===== config.mk =====
export PLATFORM = sky130hd
export DESIGN_NAME = timing_and_control
export DESIGN_NICKNAME = d
export VERILOG_FILES = /design/src/rtl/four004_pkg.sv /design/src/rtl/phase_counter.sv /design/src/rtl/timing_and_control.sv
export SDC_FILE = /design/constraint.sdc
export NUM_CORES = 1
export LEC_CHECK = 0
export ABC_AREA = 1
export BUFFER_PORTS_ARGS = -buffer_cell sky130_fd_sc_hd__buf_2
export CAP_MARGIN = 20
export CORE_AREA = 8 8 45 47
export DETAILED_ROUTE_END_ITERATION = 10
export DIE_AREA = 0 0 53 55
export GPL_ROUTABILITY_DRIVEN = 1
export GPL_TIMING_DRIVEN = 0
export PLACE_DENSITY = 0.69
export SYNTH_ARGS = -nofsm -noshare
export SYNTH_HDL_FRONTEND = slang
export SYNTH_SLANG_ARGS = --single-unit

===== constraint.sdc =====
create_clock -name clk_1 -period 3.7 [get_ports clk_1]
set_input_delay 0.185 -clock clk_1 [delete_from_list [all_inputs] [get_ports clk_1]]
set_output_delay 0.185 -clock clk_1 [all_outputs]
set_load 0.05 [all_outputs]

===== src/rtl/four004_pkg.sv =====
// Shared encodings for the 4004 timing and control slice.
// Holds the machine-cycle phase codes, the OPR values that start a
// two-word instruction, the address-nibble select codes and a helper
// that classifies a fetched instruction word.
package four004_pkg;

  // Machine-cycle phases, in execution order.
  localparam logic [2:0] PH_A1 = 3'd0;
  localparam logic [2:0] PH_A2 = 3'd1;
  localparam logic [2:0] PH_A3 = 3'd2;
  localparam logic [2:0] PH_M1 = 3'd3;
  localparam logic [2:0] PH_M2 = 3'd4;
  localparam logic [2:0] PH_X1 = 3'd5;
  localparam logic [2:0] PH_X2 = 3'd6;
  localparam logic [2:0] PH_X3 = 3'd7;

  // OPR values of the instructions that carry a second word.
  localparam logic [3:0] OPR_JCN     = 4'b0001;
  localparam logic [3:0] OPR_FIM_SRC = 4'b0010;
  localparam logic [3:0] OPR_JUN     = 4'b0100;
  localparam logic [3:0] OPR_JMS     = 4'b0101;
  localparam logic [3:0] OPR_ISZ     = 4'b0111;

  // Address nibble select codes driven during A1..A3.
  localparam logic [1:0] NSEL_A1   = 2'd0;
  localparam logic [1:0] NSEL_A2   = 2'd1;
  localparam logic [1:0] NSEL_A3   = 2'd2;
  localparam logic [1:0] NSEL_NONE = 2'd3;

  // True when the word is the first word of a two-word instruction.
  // OPR 0010 is shared by FIM (OPA[0]=0, two words) and SRC (OPA[0]=1).
  function automatic logic is_two_word(input logic [7:0] word);
    logic two_w;
    case (word[7:4])
      OPR_JCN, OPR_JUN, OPR_JMS, OPR_ISZ: two_w = 1'b1;
      OPR_FIM_SRC:                        two_w = ~word[0];
      default:                            two_w = 1'b0;
    endcase
    return two_w;
  endfunction

endpackage


===== src/rtl/phase_counter.sv =====
// 3-bit machine-cycle phase counter.
// Advances A1..X3 and wraps to A1; while in X3 a high hold_i freezes it.
// Ports:
//   clk_i    - system clock, rising edge
//   rst_ni   - asynchronous active-low reset (to A1)
//   hold_i   - stall request, only looked at in X3
//   state_o  - current phase
//   sync_o   - high while in X3
module phase_counter
  import four004_pkg::*;
(
  input  logic       clk_i,
  input  logic       rst_ni,
  input  logic       hold_i,
  output logic [2:0] state_o,
  output logic       sync_o
);

  logic [2:0] state_q;
  logic [2:0] state_d;

  // Next phase: stall only when sitting in X3 with hold asserted.
  always_comb begin
    state_d = state_q;
    if ((state_q == PH_X3) && hold_i) begin
      state_d = state_q;
    end else begin
      state_d = state_q + 3'd1;
    end
  end

  // Phase register.
  always_ff @(posedge clk_i or negedge rst_ni) begin
    if (!rst_ni) begin
      state_q <= PH_A1;
    end else begin
      state_q <= state_d;
    end
  end

  assign state_o = state_q;
  assign sync_o  = (state_q == PH_X3);

endmodule


===== src/rtl/timing_and_control.sv =====
// Instruction-cycle timing generator for the 4004 core.
// Steps the 8-phase machine cycle, tracks two-word instructions and
// decodes the per-phase strobes from registered state.
// Ports:
//   clk_1                   - system clock, rising edge
//   reset_n                 - asynchronous active-low reset
//   instruction_decoder     - IR contents, [7:4] OPR, [3:0] OPA
//   hold                    - stall request, honoured in X3 only
//   cycle_state             - current phase (A1=0 .. X3=7)
//   sync                    - high in X3
//   address_drive           - high in A1..A3
//   address_nibble_sel      - 0/1/2 in A1/A2/A3, 3 otherwise
//   pc_increment            - pulse in A3
//   instruction_register_WE - M1/M2 of a first-word cycle
//   operand_WE              - M1/M2 of a second-word cycle
//   execute                 - X1..X3 of a single-word or second-word cycle
//   second_word             - high for the whole second-word cycle
module timing_and_control
  import four004_pkg::*;
(
  input  logic       clk_1,
  input  logic       reset_n,
  input  logic [7:0] instruction_decoder,
  input  logic       hold,
  output logic [2:0] cycle_state,
  output logic       sync,
  output logic       address_drive,
  output logic [1:0] address_nibble_sel,
  output logic       pc_increment,
  output logic       instruction_register_WE,
  output logic       operand_WE,
  output logic       execute,
  output logic       second_word
);

  logic [2:0] state_s;
  logic       sync_s;
  logic       two_word_q, two_word_d;
  logic       second_word_q, second_word_d;
  logic       word_is_two_s;

  phase_counter u_phase_counter (
    .clk_i   (clk_1),
    .rst_ni  (reset_n),
    .hold_i  (hold),
    .state_o (state_s),
    .sync_o  (sync_s)
  );

  assign word_is_two_s = is_two_word(instruction_decoder);

  // Two-word tracking: classify on the edge leaving X1, advance the
  // second-word flag on an unheld X3->A1 transition.
  always_comb begin
    two_word_d    = two_word_q;
    second_word_d = second_word_q;
    if (state_s == PH_X1) begin
      // A second word never starts another second-word cycle.
      two_word_d = word_is_two_s & ~second_word_q;
    end else begin
      two_word_d = two_word_q;
    end
    if ((state_s == PH_X3) && !hold) begin
      second_word_d = two_word_q & ~second_word_q;
    end else begin
      second_word_d = second_word_q;
    end
  end

  // Two-word tracking registers.
  always_ff @(posedge clk_1 or negedge reset_n) begin
    if (!reset_n) begin
      two_word_q    <= 1'b0;
      second_word_q <= 1'b0;
    end else begin
      two_word_q    <= two_word_d;
      second_word_q <= second_word_d;
    end
  end

  // Per-phase strobe decode.
  always_comb begin
    cycle_state             = state_s;
    sync                    = sync_s;
    address_drive           = 1'b0;
    address_nibble_sel      = NSEL_NONE;
    pc_increment            = 1'b0;
    instruction_register_WE = 1'b0;
    operand_WE              = 1'b0;
    execute                 = 1'b0;
    second_word             = second_word_q;
    case (state_s)
      PH_A1: begin
        address_drive      = 1'b1;
        address_nibble_sel = NSEL_A1;
      end
      PH_A2: begin
        address_drive      = 1'b1;
        address_nibble_sel = NSEL_A2;
      end
      PH_A3: begin
        address_drive      = 1'b1;
        address_nibble_sel = NSEL_A3;
        pc_increment       = 1'b1;
      end
      PH_M1, PH_M2: begin
        instruction_register_WE = ~second_word_q;
        operand_WE              = second_word_q;
      end
      PH_X1: begin
        // two_word_q is not yet refreshed in X1, so classify the
        // (already loaded) IR word directly; this keeps the first word
        // of a two-word instruction from ever asserting execute.
        execute = second_word_q | ~word_is_two_s;
      end
      PH_X2, PH_X3: begin
        execute = second_word_q | ~two_word_q;
      end
      default: begin
        address_drive = 1'b0;
      end
    endcase
  end

endmodule

==> run summary <==
largest net degree at the start of global routing = 11
CP delay by family, top = adder cells
WP depth = 6
vias per cell = 4.08
Routability Congestion = 0.701
CTS clk-pin slew, worst paths = 40 ps
worst path bufs/invs = 1
Arr. time, crit path = 1770 ps
maximum fanout along the worst path = 5
Worst path slowest cell = dfrtp_1
R2R depth = 4
initial DRC count = 6
Hold Path Stages = 4
initial antenna violation count = 0
Max-cap violations = 0
Synth warnings = 0
critical path, cell by cell = ha_1 -> ha_1 -> a21oi_2 -> nand3_1 -> a21oi_1 -> buf_2
CTS Buf Count = 3
Worst path max stage delay = 420 ps
Post-CTS Resized = 0
crit path kind = flip-flop to output port
Core Area = 1380 um^2
# hold bufs at CTS = 1
Gate Count Post-Synth = 56
actual slew at the worst max-slew pin = 259 ps
critical path endpoint category = output port
count of final setup violators = 0
Critical Path Start = u_phase_counter.state_o[0]$_DFFE_PN0N_
# clock sinks = 5
total gr overflow = 0
Fin Setup TNS = 0 ps
Critical Path Most Common Cell = ha_1
area grow syn2layout = 38.5%
# DRC = 0
clk root buf = clkbuf_4
Avg Cell Area, Syn = 7.02 um^2
via count = 392
first-pass GRT wire length = 1.57 mm
routed len/inst = 9.36 um
H-tree Lvls = 1
hold_ws = 262 ps
worst hold path type = input port to flip-flop
IO Pins = 23
share of cells above drive strength 1 = 28.7%
most common cell after layout, fill and taps aside = buf_2
RSZ-0062 raised after global routing = false
vias in the first global route = 419
routed wire length = 899 um
Period Utilization, post-route = 52.8%
commonest non-fill, non-tap cells in the layout = buf_2 (19), inv_1 (12), nand2_1 (11)
Final min period = 1950 ps
DIE HEIGHT = 55 um
post-synthesis sequential area ratio = 31.8%
crit path launch type = flip-flop
Max Slew Vio Count = 0
ant diodes = 0
worst r2r src = u_phase_counter.state_o[0]$_DFFE_PN0N_
#FFs+latches synth = 5
row count = 14
nets@finish = 97
post-CTS setup buffers = 0
post-synth cell types = 12
Routed Antenna Nets = 0
starting density of the core = 28.4%
die width = 53 um
run status = complete, no violations
drt first pass iters = 2
Max Buffers Root-to-Sink = 2
die area = 2920 um^2
Final Hold Viols = 0
HP Start = hold
synthesized area = 393 um^2
GRT Total Usage = 7.13%
DP Wirelength = 798 um
Syn Nets = 72
Clk Latency, worst-skew pair = 230 ps
CTS tree = built
clock skew = 0.662 ps
IO Port Bufs = 19
fmax = 0.512 GHz
Worst Path Required = 3510 ps
slew margin rel. = 82.5%
-- metrics by stage --
step | cells | utilization, % | instance area, um^2 | worst slack (ps)
floorplan | 56 | - | 393 | 723
global placement | 91 | 36.7 | 508 | 1980
detailed placement | 91 | 36.7 | 508 | 1980
CTS | 96 | 39.3 | 544 | 1720
global route | 96 | 39.3 | 544 | 1590
finish | 96 | 39.3 | 544 | 1750
-- final timing paths --
path | endpoint | slack, ps
setup / recovery | execute | 1750
hold / removal | second_word$_DFFE_PN0P_ | 260
setup reg to reg | u_phase_counter.state_o[2]$_DFFE_PN0N_ | 2190
hold reg to reg | two_word_q$_DFFE_PN0P_ | 510
max in group asynchronous | u_phase_counter.state_o[0]$_DFFE_PN0N_ | 3280
min in group asynchronous | two_word_q$_DFFE_PN0P_ | 290
-- cell usage after synthesis (all sizes together) --
cell   number  area share [%]
nand3       4             5.1
a31oi       1             1.6
inv        12              11
dfrtp       5              32
mux2        1             2.9
a21oi       3             4.8
o21ai       4             5.1
nand2      11              11
ha          5              16
xor2        1             2.2
nor2        9             8.6
-- final cells by class --
cell class	count	area, um^2
repair buffers	20	105
well taps	16	20.0
fillers	160	840
flip-flops and latches	5	125
clock buffers	4	26.3
inverters	12	45.0
multi-input cells	39	223
-- worst reg2reg max path, stage by stage (launching register included) --
cell and delay (ps):
dfrtp_1 420, ha_1 230, ha_1 240, nand2_1 160, mux2_1 340
-- cells by family (layout without fill, tap and decap cells) --
kind of cell	Yosys count	after routing	synth area share (%)
and+or+nand+nor	24	24	24.2
buffers and inverters	12	36	11.5
AOI/OAI and AO/OA	8	8	11.5
adders and majority gates	5	5	15.9
DFF	5	5	31.8
xor gates and xnor gates	1	1	2.23
muxes	1	1	2.87
-- per-layer routing --
| layer | GRT usage [%] | part of all wire (%) | vias to the layer above |
|---|---|---|---|
| li1 | - | - | 220 |
| met1 | 6.90 | 43 | 158 |
| met2 | 12.3 | 43 | 14 |
| met3 | 2.67 | 13 | 0 |
| met4 | 5.17 | 0 | 0 |
| met5 | 0 | 0 | - |
-- state kept, by name, indices dropped and copies added, names as in the netlist --
signal,count
u_phase_counter.state_o,3
second_word,1
two_word_q,1
Power is not shown: default switching activity piles up to over one toggle a cycle in this logic, so the estimate is an artifact.
